### src/rtl/aud_pkg.sv
// Shared constants and helpers for the multi-channel Pokey audio control block.
// Latency: n/a (package only).
// Backpressure: n/a (package only).
//
// Contents: ctrl bit positions, channel-data field offsets as functions of the
// volume width, and a clamping adder used by the mixer.
package aud_pkg;

  // Bit positions inside the 3-bit ctrl field
  localparam int GATE_OFF = 2;  // 0: gate the timer with poly5, 1: no gate
  localparam int SEL_P4   = 1;  // 1: noise from poly4, 0: noise from polyN
  localparam int PURE     = 0;  // 1: square tone, 0: noise

  // Channel write data layout, MSB first: ctrl[2:0], volOnly, vol[vol_w-1:0]
  function automatic int data_w(input int vol_w);
    return vol_w + 4;
  endfunction

  function automatic int ctrl_lsb(input int vol_w);
    return vol_w + 1;
  endfunction

  function automatic int volonly_bit(input int vol_w);
    return vol_w;
  endfunction

  // a + b, clamped to lim. The 33-bit intermediate keeps the carry so the
  // clamp is correct even when the raw sum wraps.
  function automatic logic [31:0] sat_add(input logic [31:0] a,
                                          input logic [31:0] b,
                                          input logic [31:0] lim);
    logic [32:0] s;
    s = {1'b0, a} + {1'b0, b};
    if (s > {1'b0, lim}) return lim;
    return s[31:0];
  endfunction

endpackage

### src/rtl/aud_control_multi_if.sv
// Bundles the control, noise, timer and output signals of aud_control_multi.
// Latency: n/a (wires only).
// Backpressure: none; all signals are level/pulse qualified by enn.
//
// master: the Pokey core side (drives writes, timers, noise bits; reads AUD/mix)
// slave : aud_control_multi itself
interface aud_control_multi_if #(
  parameter int NUM_CH = 4,
  parameter int VOL_W  = 4,
  parameter int MIX_W  = VOL_W + 3
);
  logic                      enn;
  logic                      wrEn;
  logic [2:0]                wrAddr;
  logic [VOL_W+3:0]          D;
  logic                      hpfWr;
  logic [NUM_CH-1:0]         hpfD;
  logic                      poly4In;
  logic                      poly5In;
  logic                      polyNIn;
  logic [NUM_CH-1:0]         Timer;
  logic [NUM_CH-1:0]         rstAudPhase;
  logic [NUM_CH*VOL_W-1:0]   AUD;
  logic [MIX_W-1:0]          mix;

  modport master (
    output enn, wrEn, wrAddr, D, hpfWr, hpfD,
    output poly4In, poly5In, polyNIn, Timer, rstAudPhase,
    input  AUD, mix
  );

  modport slave (
    input  enn, wrEn, wrAddr, D, hpfWr, hpfD,
    input  poly4In, poly5In, polyNIn, Timer, rstAudPhase,
    output AUD, mix
  );
endinterface

### src/rtl/aud_channel.sv
// One audio channel: ctrl/volume register, tone/noise level flop, high-pass flop.
// Latency: AUD follows the level/volume registers combinationally (0 cycles after the edge).
// Backpressure: none; every input is sampled on the falling edge when enn is high.
//
// Ports: clk/rstn, enn (clock enable), wr/d (register write), hpf_en/hpf_clr
// (filter enable and clear), timer (own divider pulse), pair_timer (partner's
// pulse that clocks the filter), phase_rst, poly4/poly5/polyn, aud (output lane).
module aud_channel
  import aud_pkg::*;
#(
  parameter int VOL_W = 4
) (
  input  logic             clk,
  input  logic             rstn,
  input  logic             enn,
  input  logic             wr,
  input  logic [VOL_W+3:0] d,
  input  logic             hpf_en,
  input  logic             hpf_clr,
  input  logic             timer,
  input  logic             pair_timer,
  input  logic             phase_rst,
  input  logic             poly4,
  input  logic             poly5,
  input  logic             polyn,
  output logic [VOL_W-1:0] aud
);

  localparam int CTRL_LSB = ctrl_lsb(VOL_W);
  localparam int VO_BIT   = volonly_bit(VOL_W);

  logic [2:0]       ctrl;
  logic             vol_only;
  logic [VOL_W-1:0] vol;
  logic             lvl;
  logic             hpf;

  logic gate;
  logic nxt_lvl;
  logic eff;

  assign gate    = ctrl[GATE_OFF] | poly5;
  assign nxt_lvl = ctrl[PURE] ? ~lvl : (ctrl[SEL_P4] ? poly4 : polyn);

  // Timer update reads the ctrl value held before this edge, so a write in the
  // same cycle only takes effect from the next pulse. hpf samples the pre-edge
  // lvl, which gives old^new when a channel filters against its own timer.
  always_ff @(negedge clk or negedge rstn) begin
    if (!rstn) begin
      ctrl     <= '0;
      vol_only <= 1'b0;
      vol      <= '0;
      lvl      <= 1'b0;
      hpf      <= 1'b0;
    end else if (enn) begin
      if (wr) begin
        ctrl     <= d[CTRL_LSB +: 3];
        vol_only <= d[VO_BIT];
        vol      <= d[VOL_W-1:0];
      end
      if (phase_rst) begin
        lvl <= 1'b0;
        hpf <= 1'b0;
      end else begin
        if (timer && gate) lvl <= nxt_lvl;
        if (hpf_clr)         hpf <= 1'b0;
        else if (pair_timer) hpf <= lvl;
      end
    end
  end

  assign eff = hpf_en ? (lvl ^ hpf) : lvl;
  assign aud = (vol_only | eff) ? vol : '0;

endmodule

### src/rtl/aud_control_multi.sv
// NUM_CH-channel Pokey audio control with per-channel high-pass and a saturating mixer.
// Latency: AUD changes right after the falling edge; mix is registered one edge later.
// Backpressure: none; enn low freezes all state (timers, writes, phase resets ignored).
//
// Ports: clk (state on falling edge), rstn (async active-low), bus (slave
// modport: writes, HPF enables, noise bits, Timer/rstAudPhase in; AUD/mix out).
// HPF_PAIR holds a 4-bit partner channel index per channel; an out-of-range
// index leaves that channel's filter flop unclocked. MIX_W must be 1..31.
module aud_control_multi
  import aud_pkg::*;
#(
  parameter int          NUM_CH   = 4,
  parameter int          VOL_W    = 4,
  parameter logic [31:0] HPF_PAIR = 32'h0000_0002,
  parameter int          MIX_W    = VOL_W + 3
) (
  input  logic                clk,
  input  logic                rstn,
  aud_control_multi_if.slave  bus
);

  localparam logic [31:0] MIX_MAX = (32'd1 << MIX_W) - 32'd1;

  logic [NUM_CH-1:0]       hpf_en;
  logic [NUM_CH-1:0]       hpf_clr;
  logic [NUM_CH*VOL_W-1:0] aud_w;
  logic [MIX_W-1:0]        mix_q;
  logic [31:0]             sum;

  // A write of 0 to an enable bit also flushes that channel's filter flop,
  // so re-enabling later starts from a clean state.
  always_ff @(negedge clk or negedge rstn) begin
    if (!rstn)                       hpf_en <= '0;
    else if (bus.enn && bus.hpfWr)   hpf_en <= bus.hpfD;
  end

  assign hpf_clr = (bus.enn && bus.hpfWr) ? ~bus.hpfD : '0;

  for (genvar i = 0; i < NUM_CH; i++) begin : g_ch
    localparam int PAIR = int'(HPF_PAIR[4*i +: 4]);

    logic pair_timer;
    logic wr;

    if (PAIR < NUM_CH) begin : g_pair
      assign pair_timer = bus.Timer[PAIR];
    end else begin : g_nopair
      assign pair_timer = 1'b0;
    end

    // wrAddr values at or above NUM_CH never match a channel
    assign wr = bus.wrEn && (int'(bus.wrAddr) == i);

    aud_channel #(.VOL_W(VOL_W)) u_ch (
      .clk        (clk),
      .rstn       (rstn),
      .enn        (bus.enn),
      .wr         (wr),
      .d          (bus.D),
      .hpf_en     (hpf_en[i]),
      .hpf_clr    (hpf_clr[i]),
      .timer      (bus.Timer[i]),
      .pair_timer (pair_timer),
      .phase_rst  (bus.rstAudPhase[i]),
      .poly4      (bus.poly4In),
      .poly5      (bus.poly5In),
      .polyn      (bus.polyNIn),
      .aud        (aud_w[i*VOL_W +: VOL_W])
    );
  end

  // Clamping at every step is equivalent to clamping the final total because
  // all lanes are non-negative.
  always_comb begin
    sum = '0;
    for (int i = 0; i < NUM_CH; i++) begin
      sum = sat_add(sum, 32'(aud_w[i*VOL_W +: VOL_W]), MIX_MAX);
    end
  end

  always_ff @(negedge clk or negedge rstn) begin
    if (!rstn)        mix_q <= '0;
    else if (bus.enn) mix_q <= MIX_W'(sum);
  end

  assign bus.AUD = aud_w;
  assign bus.mix = mix_q;

endmodule
### src/flat_wrapper.sv
// flat-port wrapper written by rule: the top's interface ports become plain ports
module aud_control_multi_flat import aud_pkg::*;
#(
  parameter int          NUM_CH   = 4,
  parameter int          VOL_W    = 4,
  parameter logic [31:0] HPF_PAIR = 32'h0000_0002,
  parameter int          MIX_W    = VOL_W + 3
)
  (clk, rstn, bus_enn, bus_wrEn, bus_wrAddr, bus_D, bus_hpfWr, bus_hpfD, bus_poly4In, bus_poly5In, bus_polyNIn, bus_Timer, bus_rstAudPhase, bus_AUD, bus_mix);
  aud_control_multi_if #(.NUM_CH(NUM_CH), .VOL_W(VOL_W), .MIX_W(MIX_W)) bus_i ();
  input  logic clk;
  input  logic rstn;
  input wire logic [$bits(bus_i.enn)-1:0] bus_enn;
  input wire logic [$bits(bus_i.wrEn)-1:0] bus_wrEn;
  input wire logic [$bits(bus_i.wrAddr)-1:0] bus_wrAddr;
  input wire logic [$bits(bus_i.D)-1:0] bus_D;
  input wire logic [$bits(bus_i.hpfWr)-1:0] bus_hpfWr;
  input wire logic [$bits(bus_i.hpfD)-1:0] bus_hpfD;
  input wire logic [$bits(bus_i.poly4In)-1:0] bus_poly4In;
  input wire logic [$bits(bus_i.poly5In)-1:0] bus_poly5In;
  input wire logic [$bits(bus_i.polyNIn)-1:0] bus_polyNIn;
  input wire logic [$bits(bus_i.Timer)-1:0] bus_Timer;
  input wire logic [$bits(bus_i.rstAudPhase)-1:0] bus_rstAudPhase;
  output wire logic [$bits(bus_i.AUD)-1:0] bus_AUD;
  output wire logic [$bits(bus_i.mix)-1:0] bus_mix;
  assign bus_i.enn = bus_enn;
  assign bus_i.wrEn = bus_wrEn;
  assign bus_i.wrAddr = bus_wrAddr;
  assign bus_i.D = bus_D;
  assign bus_i.hpfWr = bus_hpfWr;
  assign bus_i.hpfD = bus_hpfD;
  assign bus_i.poly4In = bus_poly4In;
  assign bus_i.poly5In = bus_poly5In;
  assign bus_i.polyNIn = bus_polyNIn;
  assign bus_i.Timer = bus_Timer;
  assign bus_i.rstAudPhase = bus_rstAudPhase;
  assign bus_AUD = bus_i.AUD;
  assign bus_mix = bus_i.mix;
  aud_control_multi #(.NUM_CH(NUM_CH), .VOL_W(VOL_W), .HPF_PAIR(HPF_PAIR), .MIX_W(MIX_W)) u_core (.clk(clk), .rstn(rstn), .bus(bus_i));
endmodule
### config.mk
export PLATFORM = sky130hd
export DESIGN_NAME = aud_control_multi_flat
export DESIGN_NICKNAME = d
export VERILOG_FILES = /design/src/rtl/aud_pkg.sv /design/src/rtl/aud_control_multi_if.sv /design/src/rtl/aud_channel.sv /design/src/rtl/aud_control_multi.sv /design/src/flat_wrapper.sv
export SDC_FILE = /design/constraint.sdc
export NUM_CORES = 1
export LEC_CHECK = 0
export CAP_MARGIN = 30
export CORE_AREA = 3 3 91 93
export CTS_CLUSTER_SIZE = 8
export DETAILED_ROUTE_END_ITERATION = 16
export DIE_AREA = 0 0 94 96
export PLACE_DENSITY = 0.62
export REMOVE_ABC_BUFFERS = 1
export SYNTH_ARGS = -nofsm -noshare
export SYNTH_HDL_FRONTEND = slang
export SYNTH_HIERARCHICAL = 1
export SYNTH_SLANG_ARGS = --single-unit
export TNS_END_PERCENT = 1
### constraint.sdc
create_clock -name clk -period 4.2 [get_ports clk]
set_input_delay 0.63 -clock clk [delete_from_list [all_inputs] [get_ports clk]]
set_output_delay 0.63 -clock clk [all_outputs]
set_load 0.03 [all_outputs]
==> results of run 1 <==
-- power groups by stage --
| stage | logic, uW | registers, uW | clock network, uW |
|---|---|---|---|
| 2_1_floorplan | 635 | 743 | 0 |
| 3_3_place_gp | 969 | 706 | 0 |
| 3_5_place_dp | 996 | 711 | 0 |
| 4_1_cts | 1010 | 704 | 368 |
| 5_1_grt | 1130 | 718 | 386 |
| 6_report | 1030 | 704 | 357 |
-- flip-flops by register name (all words and copies together) (netlist names) --
register	flops
u_core/bus.mix	7
u_core/g_ch.u_ch/vol	16
u_core/g_ch.u_ch/hpf	4
u_core/g_ch.u_ch/vol_only	4
u_core/hpf_en	4
u_core/g_ch.u_ch/ctrl	12
u_core/g_ch.u_ch/lvl	4
-- cells by family after synthesis --
kind of cell,share of synthesized area
buf+inv,0.00670
simple gates,0.141
compound gates,0.102
xor+xnor,0.0299
fa+ha+maj,0.0751
mux,0.189
flops,0.456
-- timing repair --
action	CTS	global route
setup buffers	0	3
pin swaps	2	3
endpoints found under the hold margin	0	0
resized for setup	6	7
endpoints found under the setup margin	16	16
-- cell usage in the layout, fill, tap and decap left out, types with 6 or more instances in the layout --
master	synthesis	layout
sky130_fd_sc_hd__clkdlybuf4s50_1	0	36
sky130_fd_sc_hd__nand3_1	14	12
sky130_fd_sc_hd__mux2i_1	8	8
sky130_fd_sc_hd__buf_4	0	28
sky130_fd_sc_hd__mux2_2	40	40
sky130_fd_sc_hd__nor2_1	6	6
sky130_fd_sc_hd__dfrtn_1	51	51
sky130_fd_sc_hd__nand2_1	7	7
sky130_fd_sc_hd__a21oi_1	11	7
sky130_fd_sc_hd__a21o_1	9	9
sky130_fd_sc_hd__nor2b_1	20	15
sky130_fd_sc_hd__ha_1	12	12
-- metal layers --
metal / up-vias / share of wire
met5: - / 0
li1: 1021 / -
met3: 4 / 0.026
met1: 1046 / 0.47
met2: 34 / 0.49
met4: 0 / 0.011
-- final timing paths --
| check | start | to | cells past startpoint |
|---|---|---|---|
| max in group asynchronous | rstn | u_core/g_ch[2].u_ch/vol[3] | 2 |
| worst min-delay path | u_core/g_ch[1].u_ch/vol[3] | u_core/g_ch[1].u_ch/vol[3] | 1 |
| worst max register to register | u_core/g_ch[1].u_ch/lvl | u_core/bus.mix[6] | 11 |
| worst min register to register | u_core/g_ch[1].u_ch/vol[3] | u_core/g_ch[1].u_ch/vol[3] | 1 |
| min in group asynchronous | rstn | u_core/bus.mix[3] | 1 |
| worst max-delay path | u_core/g_ch[1].u_ch/lvl | bus_AUD[6] | 4 |
-- final cells by class --
cell class	count	area [um2]	share of cell area
tap	102	128	0.0340
timing repair buffer	69	656	0.175
multi-input combinational	179	1560	0.416
clock buffer	5	68.8	0.0184
sequential	51	1280	0.340
clock inverter	3	47.5	0.0127
inverter	4	15.0	0.00401
-- worst max-delay path, stage by stage (launching register included) --
cell and delay [ps]:
sky130_fd_sc_hd__dfrtn_1 510, sky130_fd_sc_hd__nand3_2 120, sky130_fd_sc_hd__a21oi_4 210, sky130_fd_sc_hd__nor2b_1 100, sky130_fd_sc_hd__buf_4 170
-- stage by stage --
| stage | power [uW] | area [um2] | instances | utilization |
|---|---|---|---|---|
| 2_1_floorplan | 1380 | 2800 | 234 | - |
| 3_3_place_gp | 1670 | 3560 | 402 | 0.468 |
| 3_5_place_dp | 1710 | 3560 | 402 | 0.468 |
| 4_1_cts | 2090 | 3700 | 410 | 0.486 |
| 5_1_grt | 2230 | 3750 | 413 | 0.493 |
| 6_report | 2090 | 3750 | 413 | 0.493 |
==> out/qor_table.md, run 1 <==
| Metric | Reported |
| --- | --- |
| Run status | finished clean |
| Grt ovf | 0 |
| Type of the most critical hold path | reg -> reg |
| Clock tree buffer depth | 2 |
| Cell type with the largest total area after synthesis | sky130_fd_sc_hd__dfrtn_1 |
| Post-synthesis cell area | 0.00280 mm2 |
| Sequential fraction of design power | 0.336 |
| Max-slew violation count | 0 |
| Die area | 0.00902 mm2 |
| Final routed DRC violation total | 0 |
| Worst setup skew after layout | 8.31 ps |
| Total via count after detailed routing | 2105 |
| Met3 global-route usage | 0.0195 |
| Max-Slew Margin vs Limit | 0.661 |
| Top-count cell post-synth | sky130_fd_sc_hd__dfrtn_1 |
| Total global-route track usage | 0.152 |
| Fill cell total of the finished layout | 699 |
| X dimension of the die | 94 um |
| Final setup fails | 0 |
| Mean Syn Cell Area | 11.9 um2 |
| Placed wire-length estimate | 5.22 mm |
| Design internal power | 1310 uW |
| Category of the critical setup timing path | reg -> out |
| Number of distinct standard cells referenced by the synthesized netlist | 36 |
| Final hold slack | 444 ps |
| Vias/cell | 5.10 |
| Pre-CTS worst setup slack | -8.08 ps |
| Worst-case vdd ir drop | 0.204 mV |
| Net Sw Frac | 0.376 |
| Die boundary height | 96 um |
| Gpl congestion | 0.778 |
| Effective utilization at floorplan | 0.368 |
| TritonCTS buffer count | 5 |
| Number of enable-type register cells in the synthesized netlist | 0 |
| Largest net degree at the start of global routing | 33 |
| Register clock-pin slew on the reported worst setup and hold paths | 60 ps |
| Max-capacitance violation count | 0 |
| Clock root buffer master | sky130_fd_sc_hd__clkbuf_8 |
| Drt wl/cell | 16.3 um |
| Sequential fraction of the synthesis area | 0.456 |
| Number of inserted diodes | 0 |
| Area fraction of the dominant cell type after synthesis | 0.456 |
| Clock latency on the worst-skew pair | 310 ps |
| Proportion of power drawn by combinational gates | 0.493 |
| Number of nets with antenna violations after detailed routing | 0 |
| Starting DRC count in detailed routing | 94 |
| CTS Hold Bufs | 0 |
| Met2 Usage GRT | 0.254 |
| Boundary pin count | 54 |
| Post-synth top cells | sky130_fd_sc_hd__dfrtn_1, sky130_fd_sc_hd__mux2_2, sky130_fd_sc_hd__nor2b_1 |
| Vias in the first global route | 2025 |
| Syn Inst Count | 235 |
| Fraction of layout instances using a drive strength above 1 | 0.302 |
| TritonCTS clock tree | done |
| Buffers added on ports | 53 |
| Routing usage on met1 | 0.207 |
| Core Footprint | 0.00761 mm2 |
| Transition time at the pin with the least slew margin | 509 ps |
| Number of antenna violations at the first check in global routing | 0 |
| Count of standard-cell rows | 32 |
| Final setup margin | 57.0 ps |
| Total wire length after detailed routing | 6.74 mm |
| Required arrival time at the worst endpoint | 3570 ps |
| Total negative setup slack | 0 ps |
| Cells taking the most area after synthesis | sky130_fd_sc_hd__dfrtn_1, sky130_fd_sc_hd__mux2_2, sky130_fd_sc_hd__ha_1 |
| First-pass GRT wire length | 10.5 mm |
| Dominant synthesized flop cell | sky130_fd_sc_hd__dfrtn_1 |
| YS warnings | 6 |
| Unrepaired setup endpoints after global routing | true |
| Setup crit end kind | primary output |
| Final Hold Vio Count | 0 |
| Worst-path fanout max | 6 |
| TritonCTS Sinks | 51 |
| Nets | 356 |
| Share of flip-flops with an asynchronous set or reset after synthesis | 1.00 |
| Count of TritonRoute iterations in the first routing pass | 4 |
| Yosys reg bits | 51 |
| Launching element type of the critical path | flip-flop |
| Arrival @ worst endpoint | 3510 ps |
| Leakage power figure | 0.00172 uW |
| H-tree depth reported by CTS | 2 |
| Power per cell area | 558 mW/mm2 |
| Register-to-register setup slack | 630 ps |
| Area Overhead vs Synth | 33.9% |
| Net Sw Power | 787 uW |
| Global-route layer with the greatest usage | met2 |
| Clock network fraction of design power | 0.171 |
No activity file was read; power rests on OpenSTA's default activity.
==> inputs of run 2 (changes only) <==
Settings changed: CORE_AREA 3 3 91 93 to 3 3 78 80, DIE_AREA 0 0 94 96 to 0 0 81 83, PLACE_DENSITY 0.62 to 0.8.
==> out/qor_table.md, run 2 (synthesized netlist as in run 1, its figures left out) <==
| Metric | Reported | vs previous |
| --- | --- | --- |
| Run status | finished clean | unchanged |
| Type of the most critical hold path | reg -> reg | unchanged |
| Register clock-pin slew on the reported worst setup and hold paths | 70 ps | was 60 ps |
| Arrival @ worst endpoint | 3530 ps | was 3510 ps |
| Worst-path fanout max | 5 | was 6 |
| Pre-CTS worst setup slack | -6.13 ps | was -8.08 ps |
| Vias in the first global route | 2233 | was 2025 |
| Worst setup skew after layout | 7.26 ps | was 8.31 ps |
| Buffers added on ports | 53 | unchanged |
| Commonest non-fill, non-tap cell in the layout | sky130_fd_sc_hd__dfrtn_1 | unchanged |
| Number of inserted diodes | 0 | unchanged |
| Starting DRC count in detailed routing | 82 | was 94 |
| Critical R2R Capture | u_core/bus.mix[5] | was u_core/bus.mix[6] |
| Worst min-delay path startpoint | u_core/g_ch[1].u_ch/vol[3] | unchanged |
| Layout Utilization | 0.674 | was 0.493 |
| Cell count of the worst reg-to-reg path | 13 | was 11 |
| X dimension of the die | 81 um | was 94 um |
| Fill cell total of the finished layout | 438 | was 699 |
| Most frequent cells in the layout | sky130_fd_sc_hd__dfrtn_1, sky130_fd_sc_hd__mux2_2, sky130_fd_sc_hd__clkdlybuf4s50_1 | unchanged |
| Final routed DRC violation total | 0 | unchanged |
| Final setup fails | 0 | unchanged |
| Grt ovf | 0 | unchanged |
| Setup crit end kind | primary output | unchanged |
| Non-Filler Instances | 383 | was 413 |
| Number of antenna violations at the first check in global routing | 0 | unchanged |
| Register-to-register setup slack | 600 ps | was 630 ps |
| Final Hold Vio Count | 0 | unchanged |
| Total global-route track usage | 0.204 | was 0.152 |
| Count of standard-cell rows | 27 | was 32 |
| Vias/cell | 5.61 | was 5.10 |
| Clock latency on the worst-skew pair | 310 ps | about the same |
| Number of nets with antenna violations after detailed routing | 0 | unchanged |
| Total wire length after detailed routing | 6.40 mm | was 6.74 mm |
| Core Footprint | 0.00547 mm2 | was 0.00761 mm2 |
| Leakage power figure | 0.00170 uW | was 0.00172 uW |
| Biggest register | u_core/g_ch.u_ch/vol | unchanged |
| Nets | 356 | unchanged |
| Worst-case vdd ir drop | 0.329 mV | was 0.204 mV |
| Destination of the worst hold path | u_core/g_ch[1].u_ch/vol[3] | unchanged |
| First-pass GRT wire length | 10.8 mm | was 10.5 mm |
| TritonCTS buffer count | 5 | unchanged |
| Largest net degree at the start of global routing | 23 | was 33 |
| Placed wire-length estimate | 4.90 mm | was 5.22 mm |
| Footprint of the multi-input gates | 0.00157 mm2 | was 0.00156 mm2 |
| Category of the critical setup timing path | reg -> out | unchanged |
| Max-capacitance violation count | 0 | unchanged |
| Area used by sequential logic in the layout | 0.00128 mm2 | unchanged |
| Gpl congestion | 0.843 | was 0.778 |
| Clock tree buffer depth | 2 | unchanged |
| Die boundary height | 83 um | was 96 um |
| Effective utilization at floorplan | 0.512 | was 0.368 |
| Max-slew violation count | 0 | unchanged |
| Placed Cells incl. Taps | 372 | was 402 |
| Required arrival time at the worst endpoint | 3570 ps | about the same |
| Max-Slew Margin vs Limit | 0.713 | was 0.661 |
| TritonCTS clock tree | done | unchanged |
| Clock root buffer master | sky130_fd_sc_hd__clkbuf_8 | unchanged |
| Biggest cell delay along the critical path | 490 ps | was 510 ps |
| Worst hold path stage count | 1 | unchanged |
| Unrepaired setup endpoints after global routing | true | unchanged |
| Launching element type of the critical path | flip-flop | unchanged |
| Cell breakdown of the critical path | a21o_1 > a21oi_2 > nor2b_1 > buf_4 | was nand3_2 > a21oi_4 > nor2b_1 > buf_4 |
| Final setup margin | 41.7 ps | was 57.0 ps |
| Transition time at the pin with the least slew margin | 430 ps | was 509 ps |
| Boundary pin count | 54 | unchanged |
| TritonCTS Sinks | 51 | unchanged |
| H-tree depth reported by CTS | 2 | unchanged |
| Power per cell area | 555 mW/mm2 | was 558 mW/mm2 |
| Die area | 0.00672 mm2 | was 0.00902 mm2 |
| Critical Path Slowest Stage Cell | sky130_fd_sc_hd__dfrtn_1 | unchanged |
| Fraction of layout instances using a drive strength above 1 | 0.305 | was 0.302 |
| Flip-flop count of the largest register after layout | 16 | unchanged |
| Worst r2r src | u_core/g_ch[0].u_ch/lvl | was u_core/g_ch[1].u_ch/lvl |
| Overall power after layout | 2050 uW | was 2090 uW |
| Drt wl/cell | 16.7 um | was 16.3 um |
| Area Overhead vs Synth | 31.8% | was 33.9% |
| Count of TritonRoute iterations in the first routing pass | 4 | unchanged |
| Total via count after detailed routing | 2150 | was 2105 |
run 2: cell count changes in the layout (fill, tap and decap cells not counted), sizes merged:
cell / before / now
bufinv: 1 / 0
clkbuf: 5 / 6
clkinvlp: 0 / 1
inv: 5 / 4
run 2: report_power, final:
part | leakage [uW] | switching [uW] | internal, uW
logic | 0.00102 | 535 | 500
registers | 0.000632 | 82.4 | 626
clock network | 0.0000474 | 168 | 135
run 2: area by class of cell:
type | count | area share
multi-input cells | 179 | 0.425
flip-flops and latches | 51 | 0.346
repair buffers | 69 | 0.174
well taps | 72 | 0.0244
clock buffers | 6 | 0.0224
clock inverters | 2 | 0.00441
inverters | 4 | 0.00407
run 2: worst max path at each step:
stage                                        from                      endpoint  slack (ps)  depth (start not counted)
after global routing      u_core/g_ch[0].u_ch/lvl                    bus_AUD[1]         -30                          4
final                     u_core/g_ch[2].u_ch/lvl                   bus_AUD[10]          40                          4
after CTS                 u_core/g_ch[3].u_ch/lvl                   bus_AUD[14]          -4                          4
after floorplan           u_core/g_ch[3].u_ch/lvl                   bus_AUD[13]         260                          3
after global placement                   bus_wrEn  u_core/g_ch[2].u_ch/vol_only          20                          5
after detailed placement                 bus_wrEn  u_core/g_ch[1].u_ch/vol_only          -6                          5
run 2: stage by stage:
step / hold slack (ps) / area [um2] / setup TNS [ps]
finish: 446 / 3690 / 0
CTS: 447 / 3630 / -11.2
global placement: 440 / 3510 / 0
detailed placement: 446 / 3510 / -10.2
global route: 457 / 3690 / -155
floorplan: 432 / 2800 / 0
run 2: repair_timing:
item	in CTS	in global routing
endpoints found under the setup margin	16	16
cloned	0	0
hold buffers	0	0
pin swaps	0	4
gates resized for setup	6	9
buffers inserted	0	3
run 2: critical path, delay by kind of cell, from the launching register on:
family,cells,cell delay [ps]
flip-flops,1,490
buffers and inverters,1,210
AND/OR/NAND/NOR,1,220
AO/OA/AOI/OAI,2,200
run 2: routing by layer:
metal	vias to the layer above	share of wire	routed length, um	track usage
li1	1020	-	-	-
met5	-	0	0	0
met1	1070	0.46	2940	0.282
met2	50	0.48	3100	0.336
met3	10	0.041	261	0.0336
met4	0	0.015	95	0.0430
==> inputs of run 3 (changes only) <==
Settings changed: CORE_AREA 3 3 78 80 to 2 2 77 79, CTS_CLUSTER_SIZE 8 to unset, DIE_AREA 0 0 81 83 to 0 0 79 81.
==> out/qor_table.md, run 3 (synthesized netlist as in run 1, its figures left out) <==
| Metric | Reported | vs previous |
| --- | --- | --- |
| Clock latency on the worst-skew pair | 310 ps | about the same |
| Largest net degree at the start of global routing | 52 | was 23 |
| Area Overhead vs Synth | 30.6% | was 31.8% |
| H-tree depth reported by CTS | 2 | unchanged |
| First-pass GRT wire length | 10.6 mm | was 10.8 mm |
| Most frequent cells in the layout | sky130_fd_sc_hd__dfrtn_1, sky130_fd_sc_hd__mux2_2, sky130_fd_sc_hd__clkdlybuf4s50_1 | unchanged |
| Effective utilization at floorplan | 0.493 | was 0.512 |
| Final Instance Area | 0.00366 mm2 | was 0.00369 mm2 |
| Clock network fraction of design power | 0.144 | was 0.148 |
| TritonCTS Sinks | 51 | unchanged |
| CTS Hold Bufs | 0 | unchanged |
| Vias/cell | 5.45 | was 5.61 |
| Type of the most critical hold path | reg -> reg | unchanged |
| Failing checks | negative setup slack |  |
| Launching element type of the critical path | flip-flop | unchanged |
| Fraction of layout instances using a drive strength above 1 | 0.289 | was 0.305 |
| Biggest register | u_core/g_ch.u_ch/vol | unchanged |
| Final hold slack | 444 ps | was 446 ps |
| Flip-flop count of the largest register after layout | 16 | unchanged |
| Biggest cell delay along the critical path | 520 ps | was 490 ps |
| Nets | 353 | was 356 |
| Placed Cells incl. Taps | 371 | was 372 |
| Required arrival time at the worst endpoint | 3570 ps | about the same |
| Non-Filler Instances | 383 | unchanged |
| Arrival @ worst endpoint | 3590 ps | was 3530 ps |
| Buffers added on ports | 53 | unchanged |
| Transition time at the pin with the least slew margin | 375 ps | was 430 ps |
| Leakage power figure | 0.00168 uW | was 0.00170 uW |
| Clock tree buffer depth | 2 | unchanged |
| Register clock-pin slew on the reported worst setup and hold paths | 70 ps | about the same |
| Total via count after detailed routing | 2089 | was 2150 |
| Final Hold Vio Count | 0 | unchanged |
| Die area | 0.00640 mm2 | was 0.00672 mm2 |
| Worst setup skew after layout | 7.79 ps | was 7.26 ps |
| Number of nets with antenna violations after detailed routing | 0 | unchanged |
| X dimension of the die | 79 um | was 81 um |
| Design internal power | 1240 uW | was 1260 uW |
| Crit path buffers/inverters | 1 | unchanged |
| Count of TritonRoute iterations in the first routing pass | 4 | unchanged |
| Unrepaired setup endpoints after global routing | true | unchanged |
| Worst-case vdd ir drop | 0.322 mV | was 0.329 mV |
| Max-capacitance violation count | 0 | unchanged |
| Net Sw Frac | 0.389 | was 0.384 |
| Net Sw Power | 790 uW | was 786 uW |
| Sequential fraction of design power | 0.346 | about the same |
| Drt wl/cell | 16.7 um | about the same |
| Gpl congestion | 0.866 | was 0.843 |
| Placed wire-length estimate | 4.56 mm | was 4.90 mm |
| Vias in the first global route | 2144 | was 2233 |
| Cell breakdown of the critical path | nand3_2 > a21oi_4 > nor2b_1 > buf_4 | was a21o_1 > a21oi_2 > nor2b_1 > buf_4 |
| Number of inserted diodes | 0 | unchanged |
| Core Footprint | 0.00568 mm2 | was 0.00547 mm2 |
| Total global-route track usage | 0.217 | was 0.204 |
| Overall power after layout | 2030 uW | was 2050 uW |
| Fill cell total of the finished layout | 465 | was 438 |
| Proportion of power drawn by combinational gates | 0.510 | was 0.506 |
| Max-slew violation count | 0 | unchanged |
| TritonCTS buffer count | 5 | unchanged |
| Register-to-register setup slack | 560 ps | was 600 ps |
| Max-Slew Margin vs Limit | 0.749 | was 0.713 |
| Power per cell area | 555 mW/mm2 | about the same |
| Number of antenna violations at the first check in global routing | 0 | unchanged |
| Boundary pin count | 54 | unchanged |
| Final setup margin | -23.5 ps | was 41.7 ps |
| Grt ovf | 0 | unchanged |
| TritonCTS clock tree | done | unchanged |
| Total negative setup slack | -39.1 ps | was 0 ps |
| Die boundary height | 81 um | was 83 um |
| Count of standard-cell rows | 28 | was 27 |
| Placed standard-cell area | 0.00348 mm2 | was 0.00351 mm2 |
| Starting DRC count in detailed routing | 135 | was 82 |
| Final routed DRC violation total | 0 | unchanged |
| Clock root buffer master | sky130_fd_sc_hd__clkbuf_8 | unchanged |
| Category of the critical setup timing path | reg -> out | unchanged |
| Critical Path Slowest Stage Cell | sky130_fd_sc_hd__dfrtn_1 | unchanged |
| Setup crit end kind | primary output | unchanged |
| Final setup fails | 3 | was 0 |
| Worst-path fanout max | 6 | was 5 |
| Run status | complete, but fails checks | was finished clean |
| Commonest non-fill, non-tap cell in the layout | sky130_fd_sc_hd__dfrtn_1 | unchanged |
| Critical path's top delay family | flip-flops | unchanged |
| Total wire length after detailed routing | 6.40 mm | about the same |
## run 3: power by group through the flow
stage / registers (uW) / logic (uW) / clock network (uW)
final: 703 / 1040 / 293
after CTS: 704 / 1010 / 300
after global routing: 720 / 1130 / 319
after detailed placement: 710 / 972 / 0
after global placement: 704 / 946 / 0
after floorplan: 743 / 635 / 0
## run 3: through the flow
stage	utilization	worst slack [ps]
final	0.644	-23.5
after global routing	0.644	-64.0
after detailed placement	0.613	-24.6
after global placement	0.613	13.2
after floorplan	-	260
after CTS	0.638	-26.8
## run 3: final cells by class
| cell class | count | area [um2] | share of cell area |
|---|---|---|---|
| Clock buffer | 6 | 72.6 | 0.0198 |
| Inverter | 4 | 15.0 | 0.00411 |
| Clock inverter | 2 | 17.5 | 0.00479 |
| Tap cell | 75 | 93.8 | 0.0257 |
| Timing Repair Buffer | 66 | 621 | 0.170 |
| Multi-Input combinational cell | 179 | 1560 | 0.427 |
| Sequential cell | 51 | 1280 | 0.349 |
## run 3: repair_timing
item / in CTS / in global routing
gates resized for setup: 10 / 3
pin swaps: 3 / 2
buffers inserted: 1 / 3
endpoints found under the setup margin: 16 / 16
## run 3: worst register-to-register path, stage by stage (launching register included)
cell and delay [ps]:
sky130_fd_sc_hd__dfrtn_1 520, sky130_fd_sc_hd__nand3_2 120, sky130_fd_sc_hd__a21oi_4 250, sky130_fd_sc_hd__nor2b_2 90
sky130_fd_sc_hd__ha_1 220, sky130_fd_sc_hd__fa_1 560, sky130_fd_sc_hd__fa_1 490, sky130_fd_sc_hd__fa_1 460
sky130_fd_sc_hd__a21o_1 170, sky130_fd_sc_hd__a21oi_1 270, sky130_fd_sc_hd__nor4_1 70, sky130_fd_sc_hd__mux2_2 270
## run 3: metal layers
layer | part of all wire | vias up | routed length (um) | GRT usage
met5 | 0 | - | 0 | 0
met4 | 0.014 | 0 | 89 | 0.0603
met3 | 0.026 | 8 | 165 | 0.0378
met2 | 0.49 | 30 | 3110 | 0.374
met1 | 0.47 | 1034 | 3030 | 0.285
li1 | - | 1017 | - | -
## run 3: worst paths after layout
| check | to | cells past startpoint | startpoint |
|---|---|---|---|
| max reg2reg | u_core/bus.mix[6] | 11 | u_core/g_ch[1].u_ch/lvl |
| min reg2reg | u_core/g_ch[2].u_ch/vol[3] | 1 | u_core/g_ch[2].u_ch/vol[3] |
| max in group asynchronous | u_core/bus.mix[6] | 2 | rstn |
| min | u_core/g_ch[2].u_ch/vol[3] | 1 | u_core/g_ch[2].u_ch/vol[3] |
| min in group asynchronous | u_core/g_ch[3].u_ch/ctrl[2] | 2 | rstn |
| max | bus_AUD[7] | 4 | u_core/g_ch[1].u_ch/lvl |
